File: config.mk
export PLATFORM = sky130hd
export DESIGN_NAME = cdb_unit_fifo
export DESIGN_NICKNAME = d
export VERILOG_FILES = /design/src/rtl/cdb_unit_fifo.sv
export SDC_FILE = /design/constraint.sdc
export NUM_CORES = 1
export LEC_CHECK = 0
export CAP_MARGIN = 20
export CORE_MARGIN = 5
export CORE_UTILIZATION = 61
export DETAILED_ROUTE_END_ITERATION = 10
export HOLD_SLACK_MARGIN = 0.15
export PLACE_DENSITY = 0.86
export SETUP_SLACK_MARGIN = 0.02
export SLEW_MARGIN = 20
export SYNTH_ARGS = -nofsm -noshare
export SYNTH_HDL_FRONTEND = slang
export SYNTH_SLANG_ARGS = --single-unit
File: constraint.sdc
create_clock -name clk -period 5.1 [get_ports clk]
set_clock_uncertainty 0.15 [all_clocks]
set_input_delay 1.53 -clock clk [delete_from_list [all_inputs] [get_ports clk]]
set_output_delay 1.53 -clock clk [all_outputs]
set_load 0.01 [all_outputs]
File: src/rtl/cdb_unit_fifo.sv
// Per-FU result buffer feeding one CDB arbiter input slot.
// Tracks branch resolution on stored results and drains squashed slots.
package params;
    parameter int EBR_MASK_SIZE = 4;
endpackage

package rv32i_types;
    import params::*;

    typedef struct packed {
        logic                     valid;
        logic [EBR_MASK_SIZE-1:0] ebr_mask;
        logic [5:0]               tag;
        logic [31:0]              data;
    } cdb_t;
endpackage

module cdb_unit_fifo
    import params::*;
    import rv32i_types::*;
#(
    parameter int DEPTH = 4
) (
    input  logic                     clk,
    input  logic                     rst,
    input  logic                     enq,
    input  cdb_t                     wdata,
    output logic                     ready,
    output logic                     head_valid,
    output cdb_t                     rdata,
    input  logic                     deq,
    input  logic                     bra_done,
    input  logic                     bra_mispredict,
    input  logic [EBR_MASK_SIZE-1:0] bra_id
);

    localparam int PW = $clog2(DEPTH);
    localparam int CW = $clog2(DEPTH + 1);

    cdb_t          queue [DEPTH];
    logic [PW-1:0] head;
    logic [PW-1:0] tail;
    logic [CW-1:0] count;

    cdb_t wr_data;
    cdb_t head_entry;
    logic wr_drop;
    logic push;
    logic pop;

    function automatic cdb_t ebr_resolve(input cdb_t e);
        cdb_t r;
        r = e;
        r.ebr_mask = e.ebr_mask & ~bra_id;
        if (bra_mispredict && |(e.ebr_mask & bra_id)) begin
            r.valid = 1'b0;
        end
        return r;
    endfunction

    function automatic logic [PW-1:0] ptr_inc(input logic [PW-1:0] p);
        return (p == PW'(DEPTH - 1)) ? '0 : p + PW'(1);
    endfunction

    always_comb begin
        head_entry = queue[head];
        ready      = (count != CW'(DEPTH));
        head_valid = (count != '0) && head_entry.valid;
        rdata      = head_entry;
        // a squashed head slot drains on its own, one per cycle
        pop        = (count != '0) && (!head_entry.valid || deq);
        wr_data    = bra_done ? ebr_resolve(wdata) : wdata;
        wr_drop    = bra_done && bra_mispredict && |(wdata.ebr_mask & bra_id);
        push       = enq && ready && !wr_drop;
    end

    always_ff @(posedge clk) begin
        if (rst) begin
            for (int i = 0; i < DEPTH; i++) begin
                queue[i] <= '0;
            end
            head  <= '0;
            tail  <= '0;
            count <= '0;
        end else begin
            if (bra_done) begin
                for (int i = 0; i < DEPTH; i++) begin
                    queue[i] <= ebr_resolve(queue[i]);
                end
            end
            if (pop) begin
                queue[head].valid <= 1'b0;
                head              <= ptr_inc(head);
            end
            if (push) begin
                queue[tail] <= wr_data;
                tail        <= ptr_inc(tail);
            end
            unique case ({push, pop})
                2'b10:   count <= count + CW'(1);
                2'b01:   count <= count - CW'(1);
                default: count <= count;
            endcase
        end
    end

endmodule

==> impl_metrics.tcl, run 1 <==
set metrics [dict create \
    status "finished, final reports clean" \
    areaGrowthSynthToFinish_pct 19.5 \
    synth_area_mm2 0.00848 \
    max_freq_mhz 233 \
    overflow 0 \
    hold_depth 2 \
    relSlewSlack_pct 30.7 \
    wl_um 20200 \
    num-nets-final 707 \
    layout-drive-gt1-share_pct 14.9 \
    tightest_slew_ns 1.04 \
    num_rows 43 \
    antenna_found_initial 0 \
    cts_sinks 181 \
    ys_seq_area_share_pct 63.0 \
    multiInputGateArea_mm2 0.00284 \
    cts_resized 0 \
    start_kind "register" \
    htree_levels 4 \
    fin_crit_sh_pct 84.0 \
    r2r_end "count[2]" \
    post-route-drc-count 0 \
    yosysUniqueCellTypes 37 \
    crit_required_ns 3.42 \
    wl_per_cell_um 24.1 \
    ios 98 \
    whs_ns 0.395 \
    numPortBuffers 97 \
    ant_nets 0 \
    r2r_slack_ns 1.64 \
    path_class "reg2out" \
    rsz0062_at_grt "false" \
    maxCapViolCount 0 \
    postSynthAreaPerCell_um2 14.9 \
    stdcell_area_mm2 0.0101 \
    clock_path_buffers 2 \
    leakage_nw 4.14 \
    viasPerCell 6.49 \
    cts-buffers-inserted 17 \
    die_h_um 128 \
    placed_area_mm2 0.00952 \
    path_clk_slew_ns 0.06 \
    core_mm2 0.0138 \
    hold_end "count[2]" \
    antenna_cells 0 \
    worstHoldPathType "reg2reg" \
    synth_top_area_cell "edfxtp_1" \
    reg2reg_depth 8 \
    grt_pass1_vias 5557 \
    fill_cells 860 \
    ir_worst_vdd_uv 267 \
    critPathMaxFanout 31 \
    die_w_um 128 \
    drt_iter0_markers 631 \
    die_area_mm2 0.0164 \
    grt_pass1_wl_um 31300 \
    yosys.area.top_type_share_pct 60.9 \
    ys_warn_count 0 \
    drt_first_pass_iters 5 \
    routabilityCongestion 0.984 \
    clock_latency_ns 0.42 \
    setup_viol 0 \
    hold_viol_final 0 \
    maxSlewViolCount 0 \
    cts-root-buf "clkbuf_16" \
    tns_ns 0 \
    synthCells 570 \
    start_util_pct 61.6 \
    post-cts-setup-buffers 0 \
    netlist_top_cells_area "edfxtp_1 (61%), and3_1 (12%), mux4_2 (11%)" \
    seqCellArea_mm2 0.00535 \
    cp-end-kind "output port" \
    ctsHoldBuffers 0 \
    period_needed_ns 4.29 \
    grt_max_degree 97 \
    critical_path_arrival_ns 2.61 \
    place_hpwl_um 11900 \
    cts_tree "done" \
    hp-start "count[2]" \
    syn-num-nets 633 \
    ys_ff_latch 181 \
    track_usage_pct 25.4 \
    vias 5432 \
    power_density_mw_per_mm2 427 \
]
[how the worst max path moves through the flow]
stage	cells past startpoint	endpoint	from	slack, ns
after floorplan	13	count[2]	bra_id[3]	1.09
after global placement	5	queue[0][4]	bra_id[3]	0.66
after detailed placement	10	count[2]	bra_done	0.56
after CTS	3	rdata[0]	register	0.77
after global routing	3	rdata[0]	register	0.65
final	3	rdata[0]	register	0.81
[layout by cell type (no fill, tap or decap), drive strengths merged]
| cell type | Yosys | routed |
|---|---|---|
| edfxtp | 172 | 172 |
| and3 | 159 | 159 |
| clkdlybuf4s50 | 0 | 97 |
| mux4 | 43 | 43 |
| nand2 | 21 | 21 |
| clkbuf | 41 | 18 |
| buf | 15 | 14 |
| mux2i | 13 | 13 |
| a22oi | 10 | 10 |
| a21oi | 10 | 10 |
| ha | 9 | 9 |
| dfxtp | 9 | 9 |
| inv | 8 | 8 |
| clkinv | 0 | 8 |
| nand3b | 7 | 7 |
| nor2 | 7 | 7 |
| nand3 | 5 | 5 |
| or3 | 5 | 5 |
| nor2b | 4 | 4 |
| o211ai | 4 | 4 |
| a2111o | 4 | 4 |
| or2 | 4 | 4 |
| bufinv | 0 | 4 |
| and2 | 4 | 4 |
| o21ai | 3 | 3 |
| nor3 | 2 | 2 |
| xor2 | 2 | 2 |
| clkinvlp | 0 | 2 |
| a21o | 1 | 1 |
| or3b | 1 | 1 |
| and4b | 1 | 1 |
| nand2b | 1 | 1 |
| nand4b | 1 | 1 |
| o31ai | 1 | 1 |
| or4 | 1 | 1 |
| nand4 | 1 | 1 |
| fa | 1 | 1 |
[worst max-delay path, stage by stage (launching register included)]
cell and delay [ns]:
dfxtp_4 0.78, buf_4 0.33, mux4_2 0.53, clkdlybuf4s50_1 0.51
[area by class of cell]
| cell class | count | share of cell area, % |
|---|---|---|
| clock buffer | 18 | 4.23 |
| clock inverter | 14 | 1.83 |
| inverter | 8 | 0.296 |
| multi-input combinational | 325 | 28.0 |
| sequential | 181 | 52.8 |
| tap | 180 | 2.22 |
| timing repair buffer | 111 | 10.6 |
[per-layer routing]
layer / GRT usage [%] / vias to the layer above / wire [µm]
li1: - / 2380 / -
met1: 32.8 / 2717 / 7750
met2: 43.8 / 305 / 10600
met3: 5.00 / 30 / 1480
met4: 7.55 / 0 / 318
met5: 0 / - / 0
[flip-flops by register name, indices dropped and copies added, names as in the netlist, named ones only]
name and cells:
tail 2, queue 172, count 3, head 2
[power breakdown]
part | switching, mW | internal [mW]
sequential | 0.132 | 1.77
combinational | 0.480 | 0.591
clock | 0.537 | 0.816
total | 1.15 | 3.18
[metrics by stage]
stage	power [mW]	setup slack [ns]	util [%]	instances
6_report	4.33	0.814	73.6	837
3_3_place_gp	2.95	0.660	69.1	805
3_5_place_dp	2.99	0.555	69.1	805
4_1_cts	4.34	0.766	73.6	837
5_1_grt	4.49	0.649	73.6	837
2_1_floorplan	2.49	1.09	-	570
[kinds of logic (layout without fill, tap and decap cells)]
| logic type | after synthesis | in the layout | synth area share (%) |
|---|---|---|---|
| AO/OA/AOI/OAI | 33 | 33 | 2.76 |
| XOR/XNOR | 2 | 2 | 0.207 |
| adder cells (fa/ha/maj) | 10 | 10 | 1.56 |
| buffers and inverters | 64 | 151 | 3.57 |
| flip-flops | 181 | 181 | 63.0 |
| multiplexers | 56 | 56 | 13.0 |
| AND/OR/NAND/NOR | 224 | 224 | 15.9 |
[Yosys cell counts, drive strengths merged]
master / instances
nand4b: 1
a22oi: 10
edfxtp: 172
inv: 8
nand4: 1
clkbuf: 41
nor3: 2
mux2i: 13
ha: 9
nand3: 5
fa: 1
nor2b: 4
or3b: 1
o21ai: 3
o31ai: 1
or4: 1
mux4: 43
and2: 4
a2111o: 4
a21oi: 10
or2: 4
xor2: 2
and3: 159
nand2b: 1
nor2: 7
and4b: 1
or3: 5
dfxtp: 9
o211ai: 4
buf: 15
a21o: 1
nand2: 21
nand3b: 7
No activity file was read; power rests on OpenSTA's default activity.
==> run 2: changes to the inputs <==
--- a/config.mk
+++ b/config.mk
@@ -7,10 +7,10 @@
 export LEC_CHECK = 0
 export CAP_MARGIN = 20
 export CORE_MARGIN = 5
-export CORE_UTILIZATION = 61
+export CORE_UTILIZATION = 51
 export DETAILED_ROUTE_END_ITERATION = 10
 export HOLD_SLACK_MARGIN = 0.15
-export PLACE_DENSITY = 0.86
+export PLACE_DENSITY = 0.77
 export SETUP_SLACK_MARGIN = 0.02
 export SLEW_MARGIN = 20
 export SYNTH_ARGS = -nofsm -noshare
==> constraint.sdc (replaced) <==
create_clock -name clk -period 3.45 [get_ports clk]
set_clock_uncertainty 0.15 [all_clocks]
set_input_delay 1.035 -clock clk [delete_from_list [all_inputs] [get_ports clk]]
set_output_delay 1.035 -clock clk [all_outputs]
set_load 0.01 [all_outputs]
==> run 2 against run 1 <==
Net effect:
- register-to-register slack worse by 0.91 ns
- cell count is 7.3% higher
- worst setup slack worse by 0.70 ns
- via count is 0.64% lower
- power is 48% higher
- cell area is 2.3% higher
- clock power is 43% higher
- critical endpoint is now rdata[21]
- largest cell class unchanged
- highest routed layer is now met5
==> impl_metrics.tcl, run 2 (synthesis results as in run 1) <==
set metrics [dict create \
    worst_slack_ns 0.111 \
    antenna_found_initial 1 \
    cts_resized 0 \
    r2r_slack_ns 0.73 \
    num_rows 47 \
    core_mm2 0.0165 \
    crit_required_ns 2.26 \
    vias 5397 \
    ant_nets 0 \
    hp-start "count[2]" \
    place_hpwl_um 12200 \
    htree_levels 4 \
    cts-root-buf "clkbuf_16" \
    relSlewSlack_pct 57.5 \
    antenna_cells 0 \
    critPathMaxFanout 19 \
    clock_latency_ns 0.42 \
    grt_max_degree 85 \
    num-nets-final 728 \
    die_w_um 139 \
    layout-drive-gt1-share_pct 17.8 \
    worstHoldPathType "reg2reg" \
    layout_common_cells "edfxtp_1 (172), and3_1 (156), clkdlybuf4s50_1 (97)" \
    reg_top3 "queue x172, count x3" \
    power_density_mw_per_mm2 617 \
    drt_first_pass_iters 5 \
    die_h_um 139 \
    leakage_nw 4.24 \
    tns_ns 0 \
    setup_viol 0 \
    cts_tree "done" \
    critical_path_arrival_ns 2.15 \
    fin_crit_sh_pct 96.8 \
    ir_worst_vdd_uv 439 \
    ios 98 \
    track_usage_pct 20.3 \
    grt_pass1_vias 5570 \
    status "finished, final reports clean" \
    viasPerCell 6.01 \
    cts_sinks 181 \
    wl_um 19300 \
    place_inst 863 \
    wl_per_cell_um 21.5 \
    cts-buffers-inserted 17 \
    reg2reg_depth 8 \
    overflow 0 \
    rsz0062_at_grt "true" \
    r2r_end "count[2]" \
    largest_reg_flops 172 \
    layout_commonest_cell "edfxtp_1" \
    slowest_stage "mux4_2" \
    ctsHoldBuffers 0 \
    slowest_delay_ns 0.56 \
    fill_cells 1180 \
    maxSlewViolCount 0 \
    start_util_pct 51.5 \
    maxCapViolCount 0 \
    path_clk_slew_ns 0.07 \
    hold_end "count[2]" \
    areaGrowthSynthToFinish_pct 22.3 \
    hold_viol_final 0 \
    die_area_mm2 0.0193 \
    largest-register "queue" \
    numPortBuffers 97 \
    grt_pass1_wl_um 30600 \
    path_class "reg2out" \
    drt_iter0_markers 550 \
    dp_slack_ns 0.00376 \
    start_kind "register" \
    max_freq_mhz 299 \
    routabilityCongestion 0.920 \
    clock_path_buffers 2 \
    fin_cells 898 \
    period_needed_ns 3.34 \
    post-route-drc-count 0 \
    cp-end-kind "output port" \
    worstPathCellList "buf_12 > mux4_2 > clkdlybuf4s50_1" \
    tightest_slew_ns 0.638 \
    hold_depth 2 \
]
==> run 2: cell types whose count changed in the layout (fill, tap and decap cells not counted) <==
cell	delta
buf_4	+17
buf_12	+4
clkinv_2	-1
and3_1	-3
and4b_1	-1
bufinv_16	-1
clkinv_1	+2
inv_6	+3
and4b_2	+1
clkinv_4	-3
and3_2	+3
==> run 2: worst max-delay path, delay by kind of cell (launching register included) <==
family / cells / cell delay (ns)
multiplexers: 1 / 0.56
flip-flops: 1 / 0.45
buffers and inverters: 2 / 0.72
==> run 2: layout make-up <==
type	count	area, µm²	area share, %
clock buffer	18	429	4.14
clock inverter	14	158	1.52
inverter	8	30.0	0.290
multi-input combinational	325	2840	27.4
sequential	181	5350	51.6
tap	220	275	2.65
timing repair buffer	132	1280	12.4
==> run 2: stage by stage <==
step	util [%]	instance area, µm²	total power [mW]	hold WS, ns
floorplan	-	8480	3.68	0.316
global placement	59.3	9760	4.46	0.331
detailed placement	59.3	9760	4.50	0.351
CTS	63.0	10400	6.43	0.363
global route	63.0	10400	6.66	0.394
finish	63.0	10400	6.39	0.376
==> run 2: per-layer routing <==
| layer | GRT usage, % | vias up | wire [µm] |
|---|---|---|---|
| met5 | 0 | - | 20 |
| met3 | 5.07 | 25 | 1410 |
| met2 | 33.8 | 238 | 9600 |
| met4 | 5.72 | 2 | 253 |
| li1 | - | 2426 | - |
| met1 | 26.9 | 2706 | 8020 |
==> run 2: power by group <==
part           leakage [nW]  internal, mW  switching [mW]
Sequential             1.87          2.61           0.108
Clock                 0.283          1.13           0.797
Combinational          2.08         0.948           0.791
Total                  4.24          4.70            1.70
==> run 2: worst max-delay path by stage <==
| stage | start | endpoint | slack, ns |
|---|---|---|---|
| finish | register | rdata[21] | 0.11 |
| global route | register | rdata[21] | 0.01 |
| CTS | register | rdata[21] | 0.07 |
| detailed placement | wdata[40] | count[2] | 0.004 |
| global placement | bra_id[2] | count[2] | 0.10 |
| floorplan | bra_id[3] | count[2] | 0.04 |
==> run 2: repair_timing <==
item                                    in CTS  in global routing
cloned                                       0                  0
buffers inserted                             3                  0
endpoints found under the setup margin      32                  2
==> run 3: changes to the inputs <==
--- a/config.mk
+++ b/config.mk
@@ -10,8 +10,9 @@
 export CORE_UTILIZATION = 51
 export DETAILED_ROUTE_END_ITERATION = 10
 export HOLD_SLACK_MARGIN = 0.15
-export PLACE_DENSITY = 0.77
+export PLACE_DENSITY = 0.81
 export SETUP_SLACK_MARGIN = 0.02
+export SKIP_LAST_GASP = 1
 export SLEW_MARGIN = 20
 export SYNTH_ARGS = -nofsm -noshare
 export SYNTH_HDL_FRONTEND = slang
==> run 3 against run 2 <==
Net effect:
- cell area increased by 0.69%
- worst hold slack improved by 0.0092 ns
- die area unchanged
- first-iteration DRC count decreased by 14%
- routed wire length increased by 0.64%
- global-route usage increased by 0.24 points
- sequential cell count unchanged
- combinational power about the same
- sequential share of layout area decreased by 0.35 points
- critical path type unchanged
==> impl_metrics.tcl, run 3 (synthesis results as in run 1) <==
set metrics [dict create \
    status "finished, final reports clean" \
    crit_required_ns 2.26 \
    tightest_slew_ns 0.464 \
    clock_latency_ns 0.43 \
    place_hpwl_um 12500 \
    path_clk_slew_ns 0.07 \
    htree_levels 4 \
    worst_slack_ns 0.147 \
    clock_path_buffers 2 \
    cp-end-kind "output port" \
    largest-register "queue" \
    ir_worst_vdd_uv 430 \
    vias 5384 \
    cp.depth 3 \
    die_w_um 139 \
    whs_ns 0.385 \
    maxSlewViolCount 0 \
    use_met1_pct 26.7 \
    maxCapViolCount 0 \
    start_kind "register" \
    leakage_nw 4.27 \
    path_class "reg2out" \
    overflow 0 \
    critical_path_arrival_ns 2.12 \
    cp_num_buf_inv 2 \
    internal_power_mw 4.61 \
    cts-buffers-inserted 17 \
    fin_crit_sh_pct 95.7 \
    layout_commonest_cell "edfxtp_1" \
    antenna_found_initial 1 \
    layout-drive-gt1-share_pct 17.8 \
    p_seq_share_pct 43.0 \
    antenna_cells 0 \
    grt_pass1_wl_um 30800 \
    power_density_mw_per_mm2 603 \
    track_usage_pct 20.6 \
    rsz0062_at_grt "false" \
    wl_per_cell_um 21.6 \
    power.total_mw 6.30 \
    cts_tree "done" \
    ant_nets 0 \
    p_comb_share_pct 28.0 \
    largest_reg_flops 172 \
    reg_top3 "queue x172, count x3" \
    areaGrowthSynthToFinish_pct 23.1 \
    cts-root-buf "clkbuf_16" \
    worstHoldPathType "reg2reg" \
    drt_iter0_markers 474 \
    post-route-drc-count 0 \
    grt_max_degree 143 \
    layout_common_cells "edfxtp_1 (172), and3_1 (156), clkdlybuf4s50_1 (97)" \
    use_met2_pct 34.6 \
    slowest_delay_ns 0.55 \
    switchingPower_mw 1.69 \
    setup_viol 0 \
    numPortBuffers 97 \
    final_util_pct 63.4 \
    reg2reg_depth 8 \
    worstPathCellList "buf_12 > mux4_2 > clkdlybuf4s50_1" \
    grt_busiest_layer "met2" \
    start_util_pct 51.5 \
    ios 98 \
    use_met3_pct 5.03 \
    relSlewSlack_pct 69.1 \
    num-nets-final 731 \
    hold_viol_final 0 \
    dp_slack_ns -0.0599 \
    max_freq_mhz 303 \
    die_h_um 139 \
    core_mm2 0.0165 \
    wl_um 19400 \
    cts_sinks 181 \
    drt_first_pass_iters 5 \
    viasPerCell 5.99 \
    slowest_stage "mux4_2" \
    placed_area_mm2 0.00989 \
    pwr-share-clk_pct 29.0 \
    crit_family "buffers and inverters" \
    grt_pass1_vias 5723 \
    hp-start "tail[1]" \
    period_needed_ns 3.30 \
    stdcell_area_mm2 0.0104 \
    hold_depth 2 \
    routabilityCongestion 0.880 \
    num_rows 47 \
    die_area_mm2 0.0193 \
    switching_share_pct 26.8 \
    critPathMaxFanout 18 \
]
run 3: power groups by stage:
| stage | Clock (mW) | Sequential [mW] | Combinational, mW |
|---|---|---|---|
| final | 1.83 | 2.71 | 1.76 |
| after CTS | 1.84 | 2.72 | 1.77 |
| after detailed placement | 0 | 2.76 | 1.75 |
| after global placement | 0 | 2.74 | 1.71 |
| after global routing | 1.95 | 2.72 | 1.88 |
| after floorplan | 0 | 2.70 | 0.974 |
run 3: per-layer routing:
layer,vias up,wire [µm]
li1,2433,-
met1,2690,7740
met2,232,9940
met3,27,1480
met4,2,266
met5,-,14
run 3: what timing repair did:
item	CTS	global route
setup buffers	0	1
setup endpoints to repair	1	11
hold buffers	0	0
resized for setup	1	0
run 3: tightest hold or removal path, stage by stage (launching register included):
cell     delay, ns
dfxtp_1       0.34
o21ai_0       0.08
a21oi_1       0.06
run 3: path summary, 6_finish.rpt:
path	end	slack (ns)
max reg2reg	count[2]	0.69
max	rdata[1]	0.15
min reg2reg	tail[1]	0.39
min	tail[1]	0.39
run 3: per-stage QoR:
step / setup TNS, ns / std cells
finish: 0 / 899
global route: 0 / 899
CTS: 0 / 898
detailed placement: -0.0599 / 868
global placement: 0 / 868
floorplan: 0 / 570
run 3: layout make-up:
type / instances / area (µm²)
flip-flops and latches: 181 / 5350
multi-input cells: 325 / 2840
fillers: 1168 / 6020
well taps: 220 / 275
clock inverters: 11 / 111
clock buffers: 19 / 433
repair buffers: 135 / 1400
inverters: 8 / 30.0
